[src/rtl/tdm_demux_4ch_if.sv]
// Bundles the serial side (en/din/sync) and the demultiplexed side
// (o0..o3 plus status) of the four-channel TDM demultiplexer.
interface tdm_demux_4ch_if #(
    parameter int WIDTH = 1
);
    logic             en;
    logic [WIDTH-1:0] din;
    logic             sync;
    logic [WIDTH-1:0] o0;
    logic [WIDTH-1:0] o1;
    logic [WIDTH-1:0] o2;
    logic [WIDTH-1:0] o3;
    logic [1:0]       slot;
    logic             locked;
    logic             frame_valid;
    logic             sync_err;

    // Link side: drives slots in, observes decoded frames.
    modport master (
        output en, din, sync,
        input  o0, o1, o2, o3, slot, locked, frame_valid, sync_err
    );

    // Demultiplexer side.
    modport slave (
        input  en, din, sync,
        output o0, o1, o2, o3, slot, locked, frame_valid, sync_err
    );
endinterface

[src/rtl/tdm_demux_4ch.sv]
// Receive end of a 4-slot TDM link. Locks onto the frame-sync marker,
// gathers slots 0..2 in shadow registers and publishes all four channel
// outputs together when slot 3 arrives, so o0..o3 never mix two frames.
module tdm_demux_4ch #(
    parameter int WIDTH = 1
) (
    input  logic           clk,
    input  logic           rst_n,
    tdm_demux_4ch_if.slave bus
);
    typedef enum logic {
        HUNT   = 1'b0,
        LOCKED = 1'b1
    } state_t;

    state_t           state_q, state_d;
    logic [1:0]       cnt_q, cnt_d;
    logic [WIDTH-1:0] sh0_q, sh0_d;
    logic [WIDTH-1:0] sh1_q, sh1_d;
    logic [WIDTH-1:0] sh2_q, sh2_d;
    logic [WIDTH-1:0] o0_q, o0_d;
    logic [WIDTH-1:0] o1_q, o1_d;
    logic [WIDTH-1:0] o2_q, o2_d;
    logic [WIDTH-1:0] o3_q, o3_d;
    logic             frame_valid_q, frame_valid_d;
    logic             sync_err_q, sync_err_d;

    // Next-state logic: slot tracking, shadow capture and frame publish.
    always_comb begin
        // NOTE: every signal gets a default first so no path leaves it unassigned, which would infer a latch.
        state_d       = state_q;
        cnt_d         = cnt_q;
        sh0_d         = sh0_q;
        sh1_d         = sh1_q;
        sh2_d         = sh2_q;
        o0_d          = o0_q;
        o1_d          = o1_q;
        o2_d          = o2_q;
        o3_d          = o3_q;
        frame_valid_d = 1'b0;
        sync_err_d    = 1'b0;

        if (bus.en) begin
            unique case (state_q)
                HUNT: begin
                    // Samples before the first sync carry no slot position.
                    if (bus.sync) begin
                        sh0_d   = bus.din;
                        cnt_d   = 2'd1;
                        state_d = LOCKED;
                    end
                end
                LOCKED: begin
                    if (bus.sync) begin
                        // A sync anywhere but slot 0 abandons the partial
                        // frame and restarts counting from this sample.
                        sync_err_d = (cnt_q != 2'd0);
                        sh0_d      = bus.din;
                        cnt_d      = 2'd1;
                    end else begin
                        unique case (cnt_q)
                            2'd0: begin
                                // Slot 0 without its marker: alignment lost.
                                sync_err_d = 1'b1;
                                cnt_d      = 2'd0;
                                state_d    = HUNT;
                            end
                            2'd1: begin
                                sh1_d = bus.din;
                                cnt_d = 2'd2;
                            end
                            2'd2: begin
                                sh2_d = bus.din;
                                cnt_d = 2'd3;
                            end
                            2'd3: begin
                                o0_d          = sh0_q;
                                o1_d          = sh1_q;
                                o2_d          = sh2_q;
                                o3_d          = bus.din;
                                frame_valid_d = 1'b1;
                                cnt_d         = 2'd0;
                            end
                            default: ;
                        endcase
                    end
                end
                default: ;
            endcase
        end
    end

    // State register; reset clears the partial frame and the published outputs.
    always_ff @(posedge clk or negedge rst_n) begin
        if (!rst_n) begin
            // NOTE: the shadow and output registers are reset because a reset must visibly clear o0..o3 to 0.
            state_q       <= HUNT;
            cnt_q         <= 2'd0;
            sh0_q         <= '0;
            sh1_q         <= '0;
            sh2_q         <= '0;
            o0_q          <= '0;
            o1_q          <= '0;
            o2_q          <= '0;
            o3_q          <= '0;
            frame_valid_q <= 1'b0;
            sync_err_q    <= 1'b0;
        end else begin
            // NOTE: non-blocking so every flop samples the pre-edge values of the others.
            state_q       <= state_d;
            cnt_q         <= cnt_d;
            sh0_q         <= sh0_d;
            sh1_q         <= sh1_d;
            sh2_q         <= sh2_d;
            o0_q          <= o0_d;
            o1_q          <= o1_d;
            o2_q          <= o2_d;
            o3_q          <= o3_d;
            frame_valid_q <= frame_valid_d;
            sync_err_q    <= sync_err_d;
        end
    end

    assign bus.o0          = o0_q;
    assign bus.o1          = o1_q;
    assign bus.o2          = o2_q;
    assign bus.o3          = o3_q;
    assign bus.slot        = cnt_q;
    assign bus.locked      = (state_q == LOCKED);
    assign bus.frame_valid = frame_valid_q;
    assign bus.sync_err    = sync_err_q;
endmodule

[src/flat_wrapper.sv]
// flat-port wrapper written by rule: the top's interface ports become plain ports
module tdm_demux_4ch_flat 
#(
    parameter int WIDTH = 1
)
  (clk, rst_n, bus_en, bus_din, bus_sync, bus_o0, bus_o1, bus_o2, bus_o3, bus_slot, bus_locked, bus_frame_valid, bus_sync_err);
  tdm_demux_4ch_if #(.WIDTH(WIDTH)) bus_i ();
  input  logic clk;
  input  logic rst_n;
  input wire logic [$bits(bus_i.en)-1:0] bus_en;
  input wire logic [$bits(bus_i.din)-1:0] bus_din;
  input wire logic [$bits(bus_i.sync)-1:0] bus_sync;
  output wire logic [$bits(bus_i.o0)-1:0] bus_o0;
  output wire logic [$bits(bus_i.o1)-1:0] bus_o1;
  output wire logic [$bits(bus_i.o2)-1:0] bus_o2;
  output wire logic [$bits(bus_i.o3)-1:0] bus_o3;
  output wire logic [$bits(bus_i.slot)-1:0] bus_slot;
  output wire logic [$bits(bus_i.locked)-1:0] bus_locked;
  output wire logic [$bits(bus_i.frame_valid)-1:0] bus_frame_valid;
  output wire logic [$bits(bus_i.sync_err)-1:0] bus_sync_err;
  assign bus_i.en = bus_en;
  assign bus_i.din = bus_din;
  assign bus_i.sync = bus_sync;
  assign bus_o0 = bus_i.o0;
  assign bus_o1 = bus_i.o1;
  assign bus_o2 = bus_i.o2;
  assign bus_o3 = bus_i.o3;
  assign bus_slot = bus_i.slot;
  assign bus_locked = bus_i.locked;
  assign bus_frame_valid = bus_i.frame_valid;
  assign bus_sync_err = bus_i.sync_err;
  tdm_demux_4ch #(.WIDTH(WIDTH)) u_core (.clk(clk), .rst_n(rst_n), .bus(bus_i));
endmodule
[config.mk]
export PLATFORM = sky130hd
export DESIGN_NAME = tdm_demux_4ch_flat
export DESIGN_NICKNAME = d
export VERILOG_FILES = /design/src/rtl/tdm_demux_4ch_if.sv /design/src/rtl/tdm_demux_4ch.sv /design/src/flat_wrapper.sv
export SDC_FILE = /design/constraint.sdc
export NUM_CORES = 1
export LEC_CHECK = 0
export CAP_MARGIN = 20
export CORE_UTILIZATION = 45
export DETAILED_ROUTE_END_ITERATION = 8
export GPL_ROUTABILITY_DRIVEN = 0
export PLACE_DENSITY = 0.73
export SKIP_CTS_REPAIR_TIMING = 1
export SYNTH_ARGS = -nofsm -noshare
export SYNTH_HDL_FRONTEND = slang
export SYNTH_SLANG_ARGS = --single-unit
[constraint.sdc]
create_clock -name clk -period 4.4 [get_ports clk]
set_clock_uncertainty 0.2 [all_clocks]
set_input_delay 0.44 -clock clk [delete_from_list [all_inputs] [get_ports clk]]
set_output_delay 0.44 -clock clk [all_outputs]
set_load 0.03 [all_outputs]
==> Yosys cells after proc, flatten, opt, wreduce, memory -nomap -nowiden <==
Index checks and enable logic that the tools add are counted.
{ "totals": {"reg_bits": 12, "output_inout_bits": 9, "inputBits": 5, "elab_cells": 42} }
{ "classes": {"n_eq_ne": 4, "n_bitwise": 2, "mux": 17, "n_reduce_logical": 8} }
{ "op_table": {"columns": ["cell", "n"], "rows": [
  ["two-way mux 1 bit", 12],
  ["AND reduction 4 bit", 3],
  ["one-hot mux 2 bit (3 select lines)", 1],
  ["== test 2 bit, second input constant", 2],
  ["two-way mux 2 bit", 2],
  ["one-hot mux 2 bit (2 select lines)", 1],
  ["AND reduction 2 bit", 2],
  ["== test 2 x 1 -> 1 bit, second input constant", 1],
  ["logical NOT 2 bit", 1],
  ["inequality test 2 bit, second input constant", 1],
  ["inverter 1 bit", 2],
  ["one-hot mux 1 bit (2 select lines)", 1],
  ["nonzero test 2 bit", 1],
  ["OR reduction 2 bit", 1]
]} }

==> Depth between registers and ports, before layout <==
{ "logic_depth": {"ltp_word": 5, "ltp_mapped": 4, "ltp_nobuf": 4} }

==> Worst setup path before layout <==
No wires, ideal clock.
{ "synth_timing": {"path_type": "register -> register", "start": "register u_core.cnt_q[0] (netlist: u_core.bus.slot[0])", "end": "register u_core.sh2_q", "t_required_ns": 4.075, "setup_slack_ns": 2.769, "arrival_ns": 1.306, "setup_time_ns": 0.125, "stages_incl_launch_ff": 5, "cell_sequence": "dfrtp_1 -> inv_1 -> ha_1 -> nand4b_1 -> mux2_2"} }
{ "synth_between": {"elab_chain_cells": 2} }
{ "synth_rtl": {"columns": ["element", "line_no", "text"], "rows": [
  ["start, declared", "tdm_demux_4ch.sv:17", "logic [1:0] cnt_q, cnt_d;"],
  ["start signal, assigned", "tdm_demux_4ch.sv:111", "cnt_q <= cnt_d;"],
  ["== test 2 bit", "tdm_demux_4ch.sv:61", "unique case (cnt_q)"],
  ["AND reduction 4 bit (no source line)", null, null],
  ["end signal, assigned", "tdm_demux_4ch.sv:101", "sh2_q <= '0;"],
  ["end signal, assigned", "tdm_demux_4ch.sv:114", "sh2_q <= sh2_d;"],
  ["end, declared", "tdm_demux_4ch.sv:20", "logic [WIDTH-1:0] sh2_q, sh2_d;"]
]} }
No other way between the ends.
A chain may end at the register's enable or synchronous reset.

==> Worst setup path after layout <==
{ "layout_timing": {"start": "register u_core.state_q (netlist: u_core.bus.locked)", "end": "output port bus_locked"} }
{ "layout_lines": {"columns": ["element", "line_no", "text"], "rows": [
  ["start, declared", "tdm_demux_4ch.sv:16", "state_t state_q, state_d;"],
  ["start signal, assigned", "tdm_demux_4ch.sv:110", "state_q <= state_d;"],
  ["end, declared", "flat_wrapper.sv:18", "output wire logic [$bits(bus_i.locked)-1:0] bus_locked;"]
]} }
No word-level cell between the ends.

==> impl_metrics.yaml <==
power:
  sequentialPowerShare_pct: 40.4
  power_frac_comb_pct: 46.0
  switching_share_pct: 38.64
  ir_drop_mv: 0.2808
  power.leakage_nw: 0.3549
  power_density_nw_per_um2: 615.3
  p_sw_w: 0.0001788
  clkPwrFrac_pct: 13.6
  intPower_w: 0.0002839
timing:
  slew_viol_final: 0
  setup_viol: 0
  hold_slack_ns: 0.3004
  worstMarginPinSlew_ns: 0.5046
  final-hold-violation-count: 0
  max_slew_margin_pct: 66.25
  period_share_pct: 50.29
  grt_setup_unrepaired: "false"
  final.min_clock_period_ns: 2.213
  max_freq_mhz: 452.0
  setup_tns_ns: 0
yosys:
  yosys.area.top_type: "dfrtp_1"
  ys_seq_area_share_pct: 48.78
  ys_ff_latch: 12
  synth_compound_gate_area_share_pct: 3.252
  synth.net_count: 58
  synth_cell_types: 16
  synth_xor_area_share_pct: 0
  yosys-mux-area-fraction_pct: 12.80
  yosysWarnings: 0
  synth_cells: 47
  synth_top_area_share_pct: 48.78
  synth-adder-area-share_pct: 12.20
  synth-simple-area-share_pct: 15.04
  ys_top_cells_by_area: "dfrtp_1, mux2_2, ha_1"
  synth.avg_cell_area_um2: 13.10
  synth_top_family_by_area: "simple AND/OR/NAND/NOR gates"
  syn_area_um2: 615.6
finish:
  fin_nets: 73
  antennaDiodeCount: 0
  syn_to_final_growth_pct: 22.15
  num-fill-cells: 108
  drive_gt1_share_pct: 21.67
clock_tree:
  cts.sink_count: 12
  cts_buffer_depth: 2
  cts-root-buf: "clkbuf_4"
  htree_levels: 1
  cts_tree: "yes"
  clock_latency_ns: 0.27
  numCtsBuffers: 3
  clkSlewWorstSetupHoldPaths_ns: 0.07
placement:
  port_buffers: 13
  hpwlAfterDp_um: 702.4
worst_setup_path:
  cp.buffers_inverters: 1
  critPathMaxFanout: 11
  ff2ff_setup_slack_ns: 2.88
  crit_arrival_ns: 1.57
  slowest_stage: "clkdlybuf4s50_1"
  cp.required_ns: 3.76
  path_class: "reg -> out"
  r2r_cells: 4
  slowest_delay_ns: 0.74
  startpoint_type: "flip-flop"
  r2r_start: "u_core.bus.slot[0]"
  cp_cell_sequence: "clkdlybuf4s50_1"
  r2r-end: "u_core.sh2_q"
  critPathTopFamily: "buffers and inverters"
  cp-end-kind: "output port"
floorplanning:
  std_cell_rows: 12
  io_pins: 14
  coreArea_um2: 1186
  fp.dieH_um: 38.99
  die-area_um2: 1520
  fp.dieW_um: 38.99
  start_util_pct: 51.90
global_routing:
  grt_pass1_wl_um: 1504
  overflow: 0
  grt_max_degree: 13
  grt_usage_pct: 15.44
  grt_pass1_vias: 350
  antenna_found_initial: 0
status:
  status: "finished clean"
job:
  drv_cap: 0
route:
  wl_um: 952
  wl_per_cell_um: 12.86
  drt_iter0_markers: 7
  vias: 386
  first_pass_iters: 4
  route.detailed.drc: 0
  via_per_inst: 5.216
  ant_nets: 0
min_path:
  holdCritPathClass: "reg -> reg"
  hold_end: "u_core.bus.o0"
  hold_path_depth: 1
  worstHoldStart: "u_core.sh0_q"
[routing by layer]
metal | vias to the layer above | global-route usage (%) | wire [um]
li1 | 191 | - | -
met1 | 184 | 18.35 | 438
met2 | 11 | 24.58 | 445
met3 | 0 | 10.40 | 68
met4 | 0 | 0 | 0
met5 | - | 0 | 0
[flip-flops by register name, indices dropped and copies added (netlist names)]
name                    flops
u_core.bus.frame_valid      1
u_core.bus.locked           1
u_core.bus.o0               1
u_core.bus.o1               1
u_core.bus.o2               1
u_core.bus.o3               1
u_core.bus.slot             2
u_core.bus.sync_err         1
u_core.sh0_q                1
u_core.sh1_q                1
u_core.sh2_q                1
[power by group through the flow]
stage	Combinational, W	Clock (W)	Sequential, W
2_1_floorplan	0.0000844	0	0.000242
3_3_place_gp	0.000213	0	0.000190
3_5_place_dp	0.000216	0	0.000190
4_1_cts	0.000216	0.0000666	0.000188
5_1_grt	0.000234	0.0000707	0.000194
6_report	0.000213	0.0000628	0.000187
[synth_stat cells]
cell type	count
nor3_1	2
or3b_2	1
nand3_1	1
o221ai_1	1
buf_6	3
nor2_1	2
mux2_2	7
nand4b_4	1
nand4b_1	2
and4bb_2	1
dfrtp_1	12
a21oi_1	1
a31oi_1	1
nand2_1	2
inv_1	4
ha_1	6
[kinds of logic after synthesis]
| group | count (synthesis) |
|---|---|
| simple gates | 12 |
| flops | 12 |
| buf+inv | 7 |
| mux | 7 |
| fa+ha+maj | 6 |
| compound gates | 3 |
[area by class of cell]
type / count / area, um^2 / share of cell area [%]
flip-flops and latches: 12 / 300.3 / 39.93
multi-input cells: 28 / 266.5 / 35.44
repair buffers: 13 / 130.1 / 17.30
clock buffers: 3 / 22.52 / 2.995
well taps: 14 / 17.52 / 2.329
inverters: 4 / 15.01 / 1.997
[worst max path at each step]
stage	startpoint	end	slack [ns]	depth (start not counted)
2_1_floorplan	u_core.bus.slot[0]	u_core.sh2_q	2.77	4
3_3_place_gp	bus_sync	u_core.bus.o2	2.42	3
3_5_place_dp	bus_sync	u_core.bus.o1	2.41	3
4_1_cts	u_core.bus.locked	bus_locked	2.17	1
5_1_grt	u_core.bus.locked	bus_locked	2.11	1
6_report	u_core.bus.locked	bus_locked	2.19	1
[per-stage QoR]
| stage | utilization (%) | area (um^2) | std cells | total power (W) | worst slack [ns] |
|---|---|---|---|---|---|
| after global placement | 61.50 | 729.5 | 71 | 0.0004031 | 2.420 |
| final | 63.40 | 752.0 | 74 | 0.0004627 | 2.187 |
| after CTS | 63.40 | 752.0 | 74 | 0.0004704 | 2.172 |
| after detailed placement | 61.50 | 729.5 | 71 | 0.0004058 | 2.406 |
| after floorplan | - | 615.6 | 47 | 0.0003260 | 2.769 |
| after global routing | 63.40 | 752.0 | 74 | 0.0004979 | 2.106 |
[layout by cell type (no fill, tap or decap)]
master	Yosys	routed
clkdlybuf4s50_1	0	13
dfrtp_1	12	12
mux2_2	7	7
ha_1	6	6
inv_1	4	4
clkbuf_4	0	3
nand2_1	2	2
nor2_1	2	2
nand4b_1	2	2
nor3_1	2	2
nand4b_4	1	1
and4bb_2	1	1
a21oi_1	1	1
a31oi_1	1	1
nand3_1	1	1
or3b_2	1	1
o221ai_1	1	1
Power figures use the tool's default switching activity.
